**src/rtl/k2_program_loader.sv**
```systemverilog
// Writable K2 program store: a byte stream fills memory while the CPU is held in reset, then the CPU runs from it.
// Optional trailing checksum byte is enabled by defining K2_LOADER_CHECKSUM_EN.
module k2_program_loader #(
    parameter int ADDR_W = 4,
    parameter int DATA_W = 8
) (
    input  logic              clk,
    input  logic              rst,
    input  logic              load_start,
    input  logic              load_valid,
    input  logic [DATA_W-1:0] load_data,
    input  logic              load_last,
    output logic              load_ready,
    input  logic [ADDR_W-1:0] ProgramAddress,
    output logic [DATA_W-1:0] instruction_data,
    output logic              cpu_rst_n,
    output logic              load_done,
    output logic [ADDR_W:0]   load_count,
    output logic              load_error
);

    localparam int DEPTH = 1 << ADDR_W;

    localparam logic [2:0] ST_IDLE  = 3'd0;
    localparam logic [2:0] ST_LOAD  = 3'd1;
    localparam logic [2:0] ST_RUN   = 3'd2;
`ifdef K2_LOADER_CHECKSUM_EN
    localparam logic [2:0] ST_CHECK = 3'd3;
    localparam logic [2:0] ST_ERROR = 3'd4;
`endif

    logic [2:0]        state_reg, state_next;
    logic [ADDR_W-1:0] ptr_reg;
    logic [ADDR_W:0]   count_reg;
    logic [DATA_W-1:0] mem_reg [DEPTH];
    logic              accept;
    logic              write_en;
    logic              last_byte;

    // A restart pulse wins over any byte offered in the same cycle.
    assign accept    = load_valid & load_ready & ~load_start;
    assign write_en  = accept && (state_reg == ST_LOAD);
    assign last_byte = load_last || (ptr_reg == {ADDR_W{1'b1}});

`ifdef K2_LOADER_CHECKSUM_EN
    logic [7:0] sum_reg;

    always_ff @(posedge clk) begin
        if (rst || load_start) begin
            sum_reg <= '0;
        end else if (write_en) begin
            sum_reg <= sum_reg + 8'(load_data);
        end
    end

    assign load_ready = (state_reg == ST_LOAD) || (state_reg == ST_CHECK);
    assign load_error = (state_reg == ST_ERROR);
`else
    assign load_ready = (state_reg == ST_LOAD);
    assign load_error = 1'b0;
`endif

    assign cpu_rst_n  = (state_reg == ST_RUN);
    assign load_done  = (state_reg == ST_RUN);
    assign load_count = count_reg;

    always_comb begin
        state_next = state_reg;
        if (load_start) begin
            state_next = ST_LOAD;
        end else begin
            case (state_reg)
                ST_IDLE: state_next = ST_IDLE;
                ST_LOAD: begin
                    if (accept && last_byte) begin
`ifdef K2_LOADER_CHECKSUM_EN
                        state_next = ST_CHECK;
`else
                        state_next = ST_RUN;
`endif
                    end
                end
`ifdef K2_LOADER_CHECKSUM_EN
                ST_CHECK: begin
                    if (accept) begin
                        state_next = (load_data == DATA_W'(sum_reg)) ? ST_RUN : ST_ERROR;
                    end
                end
                ST_ERROR: state_next = ST_ERROR;
`endif
                ST_RUN:  state_next = ST_RUN;
                default: state_next = ST_IDLE;
            endcase
        end
    end

    always_ff @(posedge clk) begin
        if (rst) begin
            state_reg <= ST_IDLE;
            ptr_reg   <= '0;
            count_reg <= '0;
        end else begin
            state_reg <= state_next;
            if (load_start) begin
                ptr_reg   <= '0;
                count_reg <= '0;
            end else if (write_en) begin
                ptr_reg   <= ptr_reg + ADDR_W'(1);
                count_reg <= count_reg + (ADDR_W+1)'(1);
            end
        end
    end

    // Small store kept in registers so reset can clear every word.
    genvar gi;
    generate
        for (gi = 0; gi < DEPTH; gi++) begin : g_mem
            always_ff @(posedge clk) begin
                if (rst) begin
                    mem_reg[gi] <= '0;
                end else if (write_en && (ptr_reg == ADDR_W'(gi))) begin
                    mem_reg[gi] <= load_data;
                end
            end
        end
    endgenerate

    assign instruction_data = (state_reg == ST_RUN) ? mem_reg[ProgramAddress] : '0;

endmodule

```
**config.mk**
```make
export PLATFORM = sky130hd
export DESIGN_NAME = k2_program_loader
export DESIGN_NICKNAME = d
export VERILOG_FILES = /design/src/rtl/k2_program_loader.sv
export SDC_FILE = /design/constraint.sdc
export NUM_CORES = 1
export LEC_CHECK = 0
export BUFFER_PORTS_ARGS = -buffer_cell sky130_fd_sc_hd__buf_2
export CAP_MARGIN = 10
export CORE_MARGIN = 2
export CORE_UTILIZATION = 55
export DETAILED_ROUTE_END_ITERATION = 7
export PLACE_DENSITY = 0.76
export SYNTH_ARGS = -nofsm -noshare
export SYNTH_HDL_FRONTEND = slang
export SYNTH_SLANG_ARGS = --single-unit
```
**constraint.sdc**
```tcl
create_clock -name clk -period 1.9 [get_ports clk]
set_input_delay 0.19 -clock clk [delete_from_list [all_inputs] [get_ports clk]]
set_output_delay 0.19 -clock clk [all_outputs]
set_load 0.01 [all_outputs]
```
* Word-level counts from Yosys, hierarchy flattened
Memory sizes are Yosys's and may differ from the RTL's.
Cells that the tools add are included.
** Operators by class
- $add $sub $neg :: 2
- Multiply operators :: 0
- Divide/modulo/power cells :: 0
- Order comparisons :: 0
- Equal/unequal tests :: 19
- Shifts and indexed selects :: 0
- Muxes and demuxes :: 70
- Bitwise logic cells :: 19
- Reduce and logical (&&, ||, !) cells :: 21
** Operators with widths (number)
- $mux W8 :: 17
- $mux W1 :: 51
- $eq A4 B4 Y1 const B :: 8
- $logic_and A1 B1 Y1 :: 18
- $eq A4 B3 Y1 const B :: 4
- $or A1 B1 Y1 :: 16
- $eq A4 B2 Y1 const B :: 2
- $pmux W3 S2 :: 1
- $add A5 B1 Y5 const B :: 1
- $add A4 B1 Y4 const B :: 1
- $eq A4 B1 Y1 const B :: 1
- $logic_not A4 Y1 :: 1
- $eq A3 B1 Y1 const B :: 1
- $eq A3 B2 Y1 const B :: 1
- $mux W3 :: 1
- $ne A3 B2 Y1 const B :: 1
- $and A1 B1 Y1 :: 2
- $ne A2 B1 Y1 const B :: 1
- $reduce_or A2 Y1 :: 1
- $logic_or A1 B1 Y1 :: 1
- $not A1 Y1 :: 1
** Storage, ports and cells
- Flip-flop bits (word level) :: 12
- Bits in latches :: 0
- Bits in writable memories :: 128
- Bits in read-only memories :: 0
- Bits of input ports :: 17
- Output and inout port bits :: 17
- Logic and storage cells :: 136
- Memories :: 1
** Memory list
- mem_reg :: depth 16, width 8, rd ports 1, clocked after memory_dff 0, wr ports 16, RTL line 35 : logic [DATA_W-1:0] mem_reg [DEPTH];

* Depth between registers and ports, before layout
- Depth in word-level cells :: 9
- Mapped depth :: 7
- Depth with buffers taken out :: 6

* Worst setup path before layout
OpenSTA, ideal clock, no wires.
- Path type :: register to register
- From :: register state_reg[1]
- To :: memory mem_reg[15][0] (enable)
- Setup time :: 375 ps
- Arrival :: 1582 ps
- Data required time :: 1525 ps
- Path slack :: -57 ps
- Stages on the path, launching flop included :: 7
- Path buffers :: 1
- Period minus slack after synthesis :: 1957 ps
- Cell sequence :: dfxtp_1 -> inv_1 -> ha_1 -> and3b_1 -> buf_4 -> nand2_2 -> o21bai_1
** RTL lines
- from (decl) :: RTL line 32 : logic [2:0] state_reg, state_next;
- from (signal assigned) :: RTL line 103 : state_reg <= state_next;
- to (decl) :: RTL line 35

* Worst setup path after layout
- From :: memory mem_reg[2][0]
- To :: output instruction_data[0]
** Between the ends
- Longest elaborated chain between the ends :: 2
** Ends and longest elaborated chain
- $mem_v2 Z16 W8
- $mux W8 :: RTL line 128 : assign instruction_data = (state_reg == ST_RUN) ? mem_reg[ProgramAddress] : '0;
- to (decl) :: RTL line 15 : output logic [DATA_W-1:0] instruction_data,
No other way between the ends.

==> flow_summary.ini <==
[status]
outcome = finished, violations left
violations = negative setup slack

[die]
start_util_pct = 55.9
fp-row-count = 40
pin_count = 34
core_area_sq_mm = 0.0119
fp.dieArea_sq_mm = 0.0130
die_x_um = 114
fp.dieH_um = 114

[synth]
synthTopCellsByCount = and2_1, edfxtp_1, mux2i_1
synth_area_leaders = edfxtp_1, and2_1, mux2i_1, dfxtp_1, mux4_2
avgSynthCellArea_sq_um = 13.3
yosysUniqueCellTypes = 40
synthFlopType = edfxtp_1
syn_nets = 523
synth_area_sq_mm = 0.00665
ys_ff_latch = 139
synth_top_cell_area_share_pct = 57.8
synth_most_common_cell = and2_1
synth_edf_count = 128
yosysSeqAreaShare_pct = 61.1
yosysWarningCount = 0
netlist_instances = 499
ys_async_sr_fraction_pct = 0
yosys.area.top_type = edfxtp_1

[cts]
cts_buffers = 17
h-tree-depth = 4
cts_sinks = 139
clockRootBuffer = clkbuf_16
hold_buffers = 0
insertion_delay_ns = 0.42
cts_buffer_depth = 2
cts_tree = yes
path_clk_slew_ns = 0.06

[critical_path]
ff2ff_setup_slack_ns = 0.10
worstPathCellList = mux4_2 -> nand2b_4 -> nand3_2 -> o21ai_0 -> buf_2
critPathKind = reg -> out
critPathSlowestCell = mux4_2
crit_required_ns = 1.71
critPathMaxStageDelay_ns = 0.51
end_kind = output pin
worstSetupStartpointType = register
crit_fanout = 1
critPathArrivalTime_ns = 1.78

[power]
power.leakage_uw = 0.00307
clkPwrFrac_pct = 46.9
swShare_pct = 20.8
power.density_mw_per_mm2 = 952
p_switching_uw = 1560
combPwrFrac_pct = 6.7
p_seq_share_pct = 46.4
peakVddDrop_mv = 0.511
power.internal_uw = 5930

[global_routing]
grt_pass1_vias = 4149
grt_max_degree = 35
grt_antenna_before_repair = 0
track_usage_pct = 25.2
grt_first_pass_wirelength_mm = 23.5
grt_remaining_overflow = 0

[sta]
setup_tns_ns = -0.276
fin_ws_ns = -0.0725
hold_ws_ns = 0.0344
max_freq_mhz = 507
fin_skew_ns = 0.00470
drv_slew = 0
post-route-period-util_pct = 104
layout_min_cycle_time_ns = 1.97
rsz0062_at_grt = true
relSlewSlack_pct = 64.8
max_slew.worst_pin.slew_ns = 0.528
hold_viol = 0
finalSetupViolCount = 5

[layout]
syn2layout_area_growth_pct = 18.2
final_layout_size_suffix_gt1_share_pct = 25.5
nets = 580
num-fill-cells = 847
fin_util_pct = 66.0
largest_register_ffs = 128
stdcell_count = 716
postLayoutCellArea_sq_mm = 0.00787
num_antenna_cells = 0

[placement]
dp.final_hpwl_mm = 10.4
dp.cells = 683
io_buffers = 32
gp_congestion = 0.969
place_area_sq_mm = 0.00712

[worst_hold_path]
hold_class = in -> reg

[drt]
vias = 4214
routed_wl_mm = 15.2
viasPerCell = 5.89
drtIter0Drc = 474
drc_errors = 0
postRouteAntennaNets = 0
wire_per_inst_um = 21.2
firstDrtPassIters = 7

[flow_run]
maxCapViolations = 0
cells in the final DEF (no fill, tap or decap), types with 4 or more instances in the layout:
master and count:
and2_1 129, edfxtp_1 128, mux2i_1 46, buf_2 32
buf_4 30, a22oi_1 20, clkbuf_16 17, nor2_1 15
nand2_1 14, dfxtp_1 10, mux4_2 8, o21bai_1 8
nor2_2 7, ha_1 6, o21ai_0 5, xor2_1 5
bufinv_16 5, nand2b_4 4, nand3_2 4, nand3_1 4
nand2b_1 4, a31o_2 4, o21bai_2 4, clkinv_1 4
path summary, 6_finish.rpt:
check | from | endpoint | cells after the start
max | mem_reg[2][0] | instruction_data[0] | 5
min | load_start | state_reg[0] | 3
max reg2reg | state_reg[0] | mem_reg[14][1] | 5
min reg2reg | load_count[4] | load_count[4] | 2
through the flow:
stage	power, uW	worst slack [ns]
after floorplan	3810	-0.0570
after global placement	3990	0.0635
after detailed placement	4000	0.0215
after CTS	7510	-0.0923
after global routing	7710	-0.125
final	7490	-0.0725
area by class of cell:
type | count | area [sq um] | share of cell area [%]
clock inverters | 15 | 204 | 2.59
clock buffers | 17 | 425 | 5.41
well taps | 147 | 184 | 2.34
flip-flops and latches | 139 | 4070 | 51.7
repair buffers | 65 | 445 | 5.66
inverters | 4 | 15.0 | 0.191
multi-input cells | 329 | 2530 | 32.1
power by group through the flow:
stage / clock network [uW] / registers [uW] / logic, uW
after floorplan: 0 / 3520 / 288
after global placement: 0 / 3530 / 461
after detailed placement: 0 / 3530 / 467
after CTS: 3550 / 3470 / 490
after global routing: 3700 / 3480 / 533
final: 3510 / 3470 / 500
worst max-delay path: cells and delay by family, from the launching register on:
family | cells | cell delay [ns]
flip-flops | 1 | 0.38
AO/OA/AOI/OAI | 1 | 0.08
AND/OR/NAND/NOR | 2 | 0.25
buffers and inverters | 1 | 0.15
multiplexers | 1 | 0.51
kinds of logic after synthesis:
kind of cell	after synthesis	share of synthesized area, %
AOI/OAI and AO/OA	58	6.21
xor gates and xnor gates	6	0.790
adders and majority gates	7	1.32
buffers and inverters	31	2.76
DFF	139	61.1
muxes	56	9.98
other	1	0.0564
and+or+nand+nor	201	17.8
layer usage:
metal / up-vias / track usage [%] / routed length, um
li1: 1928 / - / -
met1: 2047 / 34.6 / 6440
met2: 194 / 38.3 / 7040
met3: 45 / 6.43 / 1260
met5: - / 0 / 0
met4: 0 / 11.3 / 469
timing repair:
action / in CTS / in global routing
setup buffers: 1 / 0
endpoints found under the setup margin: 8 / 129
resized for setup: 21 / 9
endpoints found under the hold margin: 0 / 0
pin swaps: 0 / 0
Power figures use the tool's default switching activity.
